**config.mk**
```make
export PLATFORM = sky130hd
export DESIGN_NAME = wave_addr_gen_flat
export DESIGN_NICKNAME = d
export VERILOG_FILES = /design/src/rtl/wave_addr_gen_if.sv /design/src/rtl/wave_addr_gen.sv /design/src/flat_wrapper.sv
export SDC_FILE = /design/constraint.sdc
export NUM_CORES = 1
export LEC_CHECK = 0
export BUFFER_PORTS_ARGS = -buffer_cell sky130_fd_sc_hd__buf_2
export CORE_ASPECT_RATIO = 0.6
export CORE_MARGIN = 2
export CORE_UTILIZATION = 40
export DETAILED_ROUTE_END_ITERATION = 7
export HOLD_SLACK_MARGIN = 0.15
export PLACE_DENSITY = 0.68
export SYNTH_ARGS = -nofsm -noshare
export SYNTH_HDL_FRONTEND = slang
export SYNTH_SLANG_ARGS = --single-unit
```
**constraint.sdc**
```tcl
create_clock -name clk -period 2.1 [get_ports clk]
set_input_delay 0.63 -clock clk [delete_from_list [all_inputs] [get_ports clk]]
set_output_delay 0.63 -clock clk [all_outputs]
set_load 0.03 [all_outputs]
```
**src/rtl/wave_addr_gen_if.sv**
```systemverilog
// wave_addr_gen_if: command/sample-address bundle for wave_addr_gen.
//   command        4-bit frequency code from the SPI client (15 = STOP)
//   command_signal command-valid level; a rising edge issues a command
//   addr           sample address to waveform memory
//   addr_valid     high every cycle the accumulator advanced
//   wrap           one-cycle pulse after accumulator overflow
//   running        high when not stopped
//   active_code    code currently driving the accumulator
// master: the address generator.  slave: command source / memory side.
interface wave_addr_gen_if #(
  parameter int unsigned ADDR_W = 9
);
  logic [3:0]        command;
  logic              command_signal;
  logic [ADDR_W-1:0] addr;
  logic              addr_valid;
  logic              wrap;
  logic              running;
  logic [3:0]        active_code;

  modport master (
    input  command, command_signal,
    output addr, addr_valid, wrap, running, active_code
  );

  modport slave (
    output command, command_signal,
    input  addr, addr_valid, wrap, running, active_code
  );
endinterface

```
**src/rtl/wave_addr_gen.sv**
```systemverilog
// wave_addr_gen: phase-accumulator (DDS) sample address generator.
// Turns 4-bit frequency commands into a per-clock waveform table address.
//   clk  system clock
//   rst  synchronous active-high reset
//   bus  wave_addr_gen_if.master (command, command_signal in;
//        addr, addr_valid, wrap, running, active_code out)
// Tuning word for code k is (k+1) << TW_SHIFT; code 15 stops the generator.
// Optional macro WAVE_ADDR_GEN_WRAP_SYNC_EN: frequency changes are deferred
// until the next accumulator overflow (glitch-free switching). Without it,
// changes take effect on the next cycle with phase continuity.
module wave_addr_gen #(
  parameter int unsigned ADDR_W   = 9,
  parameter int unsigned ACC_W    = 24,
  parameter int unsigned TW_SHIFT = 14
) (
  input  logic            clk,
  input  logic            rst,
  wave_addr_gen_if.master bus
);

  typedef enum logic [1:0] {
    ST_RUN,
    ST_STOP,
    ST_PENDING
  } state_t;

  state_t            state;
  logic [ACC_W-1:0]  acc;
  logic [ACC_W-1:0]  tw;
  logic [ACC_W:0]    sum;
  logic [4:0]        step_mult;
  logic [3:0]        active_code;
  logic              cs_q;
  logic              new_cmd;
  logic              carry;

`ifdef WAVE_ADDR_GEN_WRAP_SYNC_EN
  logic [3:0] pending_code;
  logic       commit;
  logic [3:0] code_eff;
`endif

  assign new_cmd   = bus.command_signal & ~cs_q;
  assign step_mult = {1'b0, active_code} + 5'd1;
  assign tw        = {{(ACC_W-5){1'b0}}, step_mult} << TW_SHIFT;
  assign sum       = {1'b0, acc} + {1'b0, tw};
  assign carry     = sum[ACC_W];

`ifdef WAVE_ADDR_GEN_WRAP_SYNC_EN
  // An overflow commits the pending code first; a command arriving on the
  // same cycle is then judged against that freshly committed code.
  always_comb begin
    commit   = (state == ST_PENDING) && carry;
    code_eff = commit ? pending_code : active_code;
  end
`endif

  assign bus.active_code = active_code;

  always_ff @(posedge clk) begin
    if (rst) begin
      cs_q           <= 1'b0;
      state          <= ST_RUN;
      acc            <= '0;
      bus.addr       <= '0;
      bus.addr_valid <= 1'b0;
      bus.wrap       <= 1'b0;
      bus.running    <= 1'b1;
      active_code    <= 4'd0;
`ifdef WAVE_ADDR_GEN_WRAP_SYNC_EN
      pending_code   <= 4'd0;
`endif
    end else begin
      cs_q <= bus.command_signal;
      case (state)
        ST_STOP: begin
          acc            <= '0;
          bus.addr       <= '0;
          bus.addr_valid <= 1'b0;
          bus.wrap       <= 1'b0;
          bus.running    <= 1'b0;
          // Restart from phase zero; the first advance is on the next cycle.
          if (new_cmd && bus.command != 4'hF) begin
            state       <= ST_RUN;
            active_code <= bus.command;
            bus.running <= 1'b1;
          end
        end
        default: begin
          acc            <= sum[ACC_W-1:0];
          bus.addr       <= sum[ACC_W-1 -: ADDR_W];
          bus.addr_valid <= 1'b1;
          bus.wrap       <= carry;
          bus.running    <= 1'b1;
`ifdef WAVE_ADDR_GEN_WRAP_SYNC_EN
          if (commit) begin
            active_code <= pending_code;
            state       <= ST_RUN;
          end
          if (new_cmd && bus.command != 4'hF) begin
            if (bus.command == code_eff) begin
              state <= ST_RUN;
            end else begin
              state        <= ST_PENDING;
              pending_code <= bus.command;
            end
          end
`else
          if (new_cmd && bus.command != 4'hF) begin
            active_code <= bus.command;
          end
`endif
          // STOP overrides the advance and drops any pending switch.
          if (new_cmd && bus.command == 4'hF) begin
            state          <= ST_STOP;
            acc            <= '0;
            bus.addr       <= '0;
            bus.addr_valid <= 1'b0;
            bus.wrap       <= 1'b0;
            bus.running    <= 1'b0;
          end
        end
      endcase
    end
  end

endmodule
```
**src/flat_wrapper.sv**
```systemverilog
// flat-port wrapper written by rule: the top's interface ports become plain ports
module wave_addr_gen_flat 
#(
  parameter int unsigned ADDR_W   = 9,
  parameter int unsigned ACC_W    = 24,
  parameter int unsigned TW_SHIFT = 14
)
  (clk, rst, bus_command, bus_command_signal, bus_addr, bus_addr_valid, bus_wrap, bus_running, bus_active_code);
  wave_addr_gen_if #(.ADDR_W(ADDR_W)) bus_i ();
  input  logic clk;
  input  logic rst;
  input wire logic [$bits(bus_i.command)-1:0] bus_command;
  input wire logic [$bits(bus_i.command_signal)-1:0] bus_command_signal;
  output wire logic [$bits(bus_i.addr)-1:0] bus_addr;
  output wire logic [$bits(bus_i.addr_valid)-1:0] bus_addr_valid;
  output wire logic [$bits(bus_i.wrap)-1:0] bus_wrap;
  output wire logic [$bits(bus_i.running)-1:0] bus_running;
  output wire logic [$bits(bus_i.active_code)-1:0] bus_active_code;
  assign bus_i.command = bus_command;
  assign bus_i.command_signal = bus_command_signal;
  assign bus_addr = bus_i.addr;
  assign bus_addr_valid = bus_i.addr_valid;
  assign bus_wrap = bus_i.wrap;
  assign bus_running = bus_i.running;
  assign bus_active_code = bus_i.active_code;
  wave_addr_gen #(.ADDR_W(ADDR_W), .ACC_W(ACC_W), .TW_SHIFT(TW_SHIFT)) u_core (.clk(clk), .rst(rst), .bus(bus_i));
endmodule
```
==> run_results.csv <==
group,metric,value,unit
setup_path,r2r-end,"u_core.bus.addr[8]",
sta,drv_slew,0,
place,hpwl,1.47,mm
floorplanning,dieHeight,42.1,µm
grt,grt_pass1_vias,704,
setup_path,critPathKind,"flop to flop",
cells_and_area,fillers,215,
yosys,synth_top_cell_by_area,"dfxtp_1",
sta,period_needed,2010,ps
floorplanning,ios,23,
yosys,netlist_area,966,µm²
grt,grt_pass1_wl,3.24,mm
power,peakVddDrop,0.507,mV
yosys,synth_commonest_cells,"dfxtp_1 (19), nor2_1 (16), buf_4 (9), ha_1 (6), nor3_1 (6)",
run,maxCapViolCount,0,
route,vias,745,
route,ant_nets,0,
place,io_buffers,22,
clock_tree,hold_buffers,0,
floorplanning,coreArea,2230,µm²
clock_tree,worstSkewPairLatency,250,ps
setup_path,path_buf_inv,0,
setup_path,crit_family,"simple AND/OR/NAND/NOR gates",
route,highest_layer,"met4",
clock_tree,clkTransAtPathRegs,70,ps
cells_and_area,diodes,0,
setup_path,cp-start-kind,"flop",
clock_tree,clock_sinks,19,
route,route.detailed.drc,0,
setup_path,path_max_fanout,5,
yosys,synth_area_leaders,"dfxtp_1 (39%), ha_1 (7.8%), buf_4 (7.0%)",
setup_path,crit_path_frequent_cell,"ha_1",
floorplanning,die_area,2840,µm²
cells_and_area,regArea,380,µm²
outcome,status,"finished clean",
sta,setup_violations,0,
yosys,syn_inst,105,
sta,rsz0062_at_grt,"no",
clock_tree,numCtsBuffers,3,
yosys,ys_ff_latch,19,
yosys,synth_cell_types,31,
cells_and_area,instances_no_fill,152,
yosys,postSynthAreaPerCell,9.20,µm²
route,wl_per_cell,12.3,µm
yosys,synth.most_common_cell,"dfxtp_1",
setup_path,reg2regPathDepth,6,
setup_path,r2r_start,"u_core.bus.active_code[0]",
grt,antenna_found_initial,0,
route,first_pass_iters,6,
setup_path,crit_arrival,2150,ps
sta,fmaxAchievable,498,MHz
sta,hold-worst-slack,483,ps
power,total_leakage_power,0.532,nW
yosys,synth.yosys.seq_area_share,39.4,%
setup_path,slowest_stage,"or2_2",
route,drt_iter0_markers,29,
min_path,hp-class,"flop to flop",
power,powerDensity,877,nW/µm²
route,vias_per_cell,4.90,
setup_path,reg2reg_slack,90,ps
setup_path,max_stage_delay,360,ps
cells_and_area,synthToLayoutAreaGrowth,13.3,%
sta,post-route-period-util,95.6,%
yosys,ys.flop_type,"dfxtp_1",
place,gp_congestion,0.857,
route,wl_met2,719,µm
route,wl,1.87,mm
sta,worstMarginPinSlew,321,ps
sta,slew_headroom,78.5,%
floorplanning,die_w,67.4,µm
place,placed_cells,148,
yosys,async_flop_share,0,%
setup_path,cp-end-kind,"flop",
cells_and_area,multi_input_area,498,µm²
sta,fin_setup_tns,0,ps
setup_path,worstPathCellList,"ha_1 > and3_1 > ha_1 > or2_2 > nand4_1 > mux2_2",
cells_and_area,nNetsFinal,137,
clock_tree,clock_path_buffers,2,
grt,grt_max_degree,11,
yosys,synth_top_area_share,39.4,%
yosys,syn_nets,119,
floorplanning,start_util,43.3,%
cells_and_area,drive_gt1_share,28.7,%
clock_tree,h-tree-depth,1,
sta,fin_skew,1.52,ps
min_path,holdPathEnd,"u_core.bus.addr[7]",
clock_tree,cts_tree,"done",
yosys,synth_edf_count,0,
clock_tree,cts_root_buf,"clkbuf_8",
grt,grt_use_total,15.3,%
sta,hold_viol,0,
route,routedLengthMet1,1.04,mm
route,wl_met3,87,µm
min_path,hold_depth,2,
yosys,yosysWarnings,0,
floorplanning,rows,13,
min_path,hold_start,"u_core.bus.addr[7]",
grt,overflow,0,
setup_path,cp.required,2250,ps
## cells by family after synthesis
kind of cell / share of synthesized area (%)
AND/OR/NAND/NOR: 24.1
flip-flops: 39.4
buffers and inverters: 9.46
AO/OA/AOI/OAI: 9.46
adder cells (fa/ha/maj): 9.84
XOR/XNOR: 4.53
multiplexers: 3.24
## stage by stage
step,utilization [%],setup slack [ps],power (mW),area [µm²]
global route,49.1,11.8,1.02,1090
global placement,46.9,178,0.709,1050
floorplan,-,56.7,0.664,966
CTS,49.0,105,0.965,1090
finish,49.1,92.5,0.960,1090
detailed placement,46.9,120,0.709,1050
## power by group
| group | total [mW] | switching (mW) | internal [mW] |
|---|---|---|---|
| sequential | 0.419 | 0.0244 | 0.394 |
| combinational | 0.293 | 0.183 | 0.110 |
| clock | 0.249 | 0.114 | 0.135 |
## tightest hold or removal path, cell delays in order, from the launching register on
cell	delay, ps
dfxtp_1	330
nand2_1	60
mux2i_1	50
## cells in the final DEF, fill, tap and decap left out
master,count
or2_2,1
and3_1,3
xnor2_1,4
nand2b_1,3
fa_1,1
dfxtp_1,19
and4_4,1
xor2_1,1
nand4_1,2
a21o_1,2
nor3_1,6
inv_1,4
nor2_1,16
nand3_1,4
o21ai_2,1
mux2i_1,2
o21bai_1,1
o21ai_1,1
nor2b_1,2
o211ai_1,1
a211oi_1,1
mux2_2,1
a21oi_1,1
and4_1,1
a211oi_2,1
clkbuf_1,1
a21oi_2,1
a211o_4,1
and2_2,2
clkbuf_8,3
buf_2,22
nand2_1,5
clkinv_4,1
ha_1,6
## area by class of cell
| type | count | area share [%] |
|---|---|---|
| inverters | 5 | 2.17 |
| multi-input cells | 72 | 45.5 |
| repair buffers | 22 | 10.1 |
| well taps | 30 | 3.43 |
| clock buffers | 4 | 4.11 |
| flip-flops and latches | 19 | 34.7 |
## how the worst max path moves through the flow
| stage | startpoint | endpoint | slack, ps | depth (start not counted) |
|---|---|---|---|---|
| floorplan | u_core.bus.active_code[0] | u_core.bus.addr[8] | 60 | 6 |
| global placement | u_core.bus.active_code[0] | u_core.bus.addr[8] | 180 | 6 |
| detailed placement | u_core.bus.active_code[0] | u_core.bus.addr[8] | 120 | 6 |
| CTS | u_core.bus.active_code[0] | u_core.bus.addr[8] | 100 | 6 |
| global route | u_core.bus.active_code[0] | u_core.bus.addr[8] | 10 | 6 |
| finish | u_core.bus.active_code[0] | u_core.bus.addr[8] | 90 | 6 |
## layer usage
| metal | vias to the layer above | track usage, % |
|---|---|---|
| met5 | - | 0 |
| met4 | 0 | 6.12 |
| met3 | 2 | 4.03 |
| met2 | 26 | 20.0 |
| met1 | 331 | 23.2 |
| li1 | 386 | - |
## registers in the layout, indices dropped and copies added, names as in the netlist
register,flops
u_core.bus.active_code,4
u_core.bus.running,1
u_core.bus.addr_valid,1
u_core.state,1
u_core.cs_q,1
u_core.bus.addr,9
u_core.bus.wrap,1
u_core.acc,1
## timing repair
action                     4_1_cts  5_1_grt
buffers inserted                 0        0
gates resized for setup          0        1
setup endpoints to repair        0        1
No activity file was read; power rests on OpenSTA's default activity.
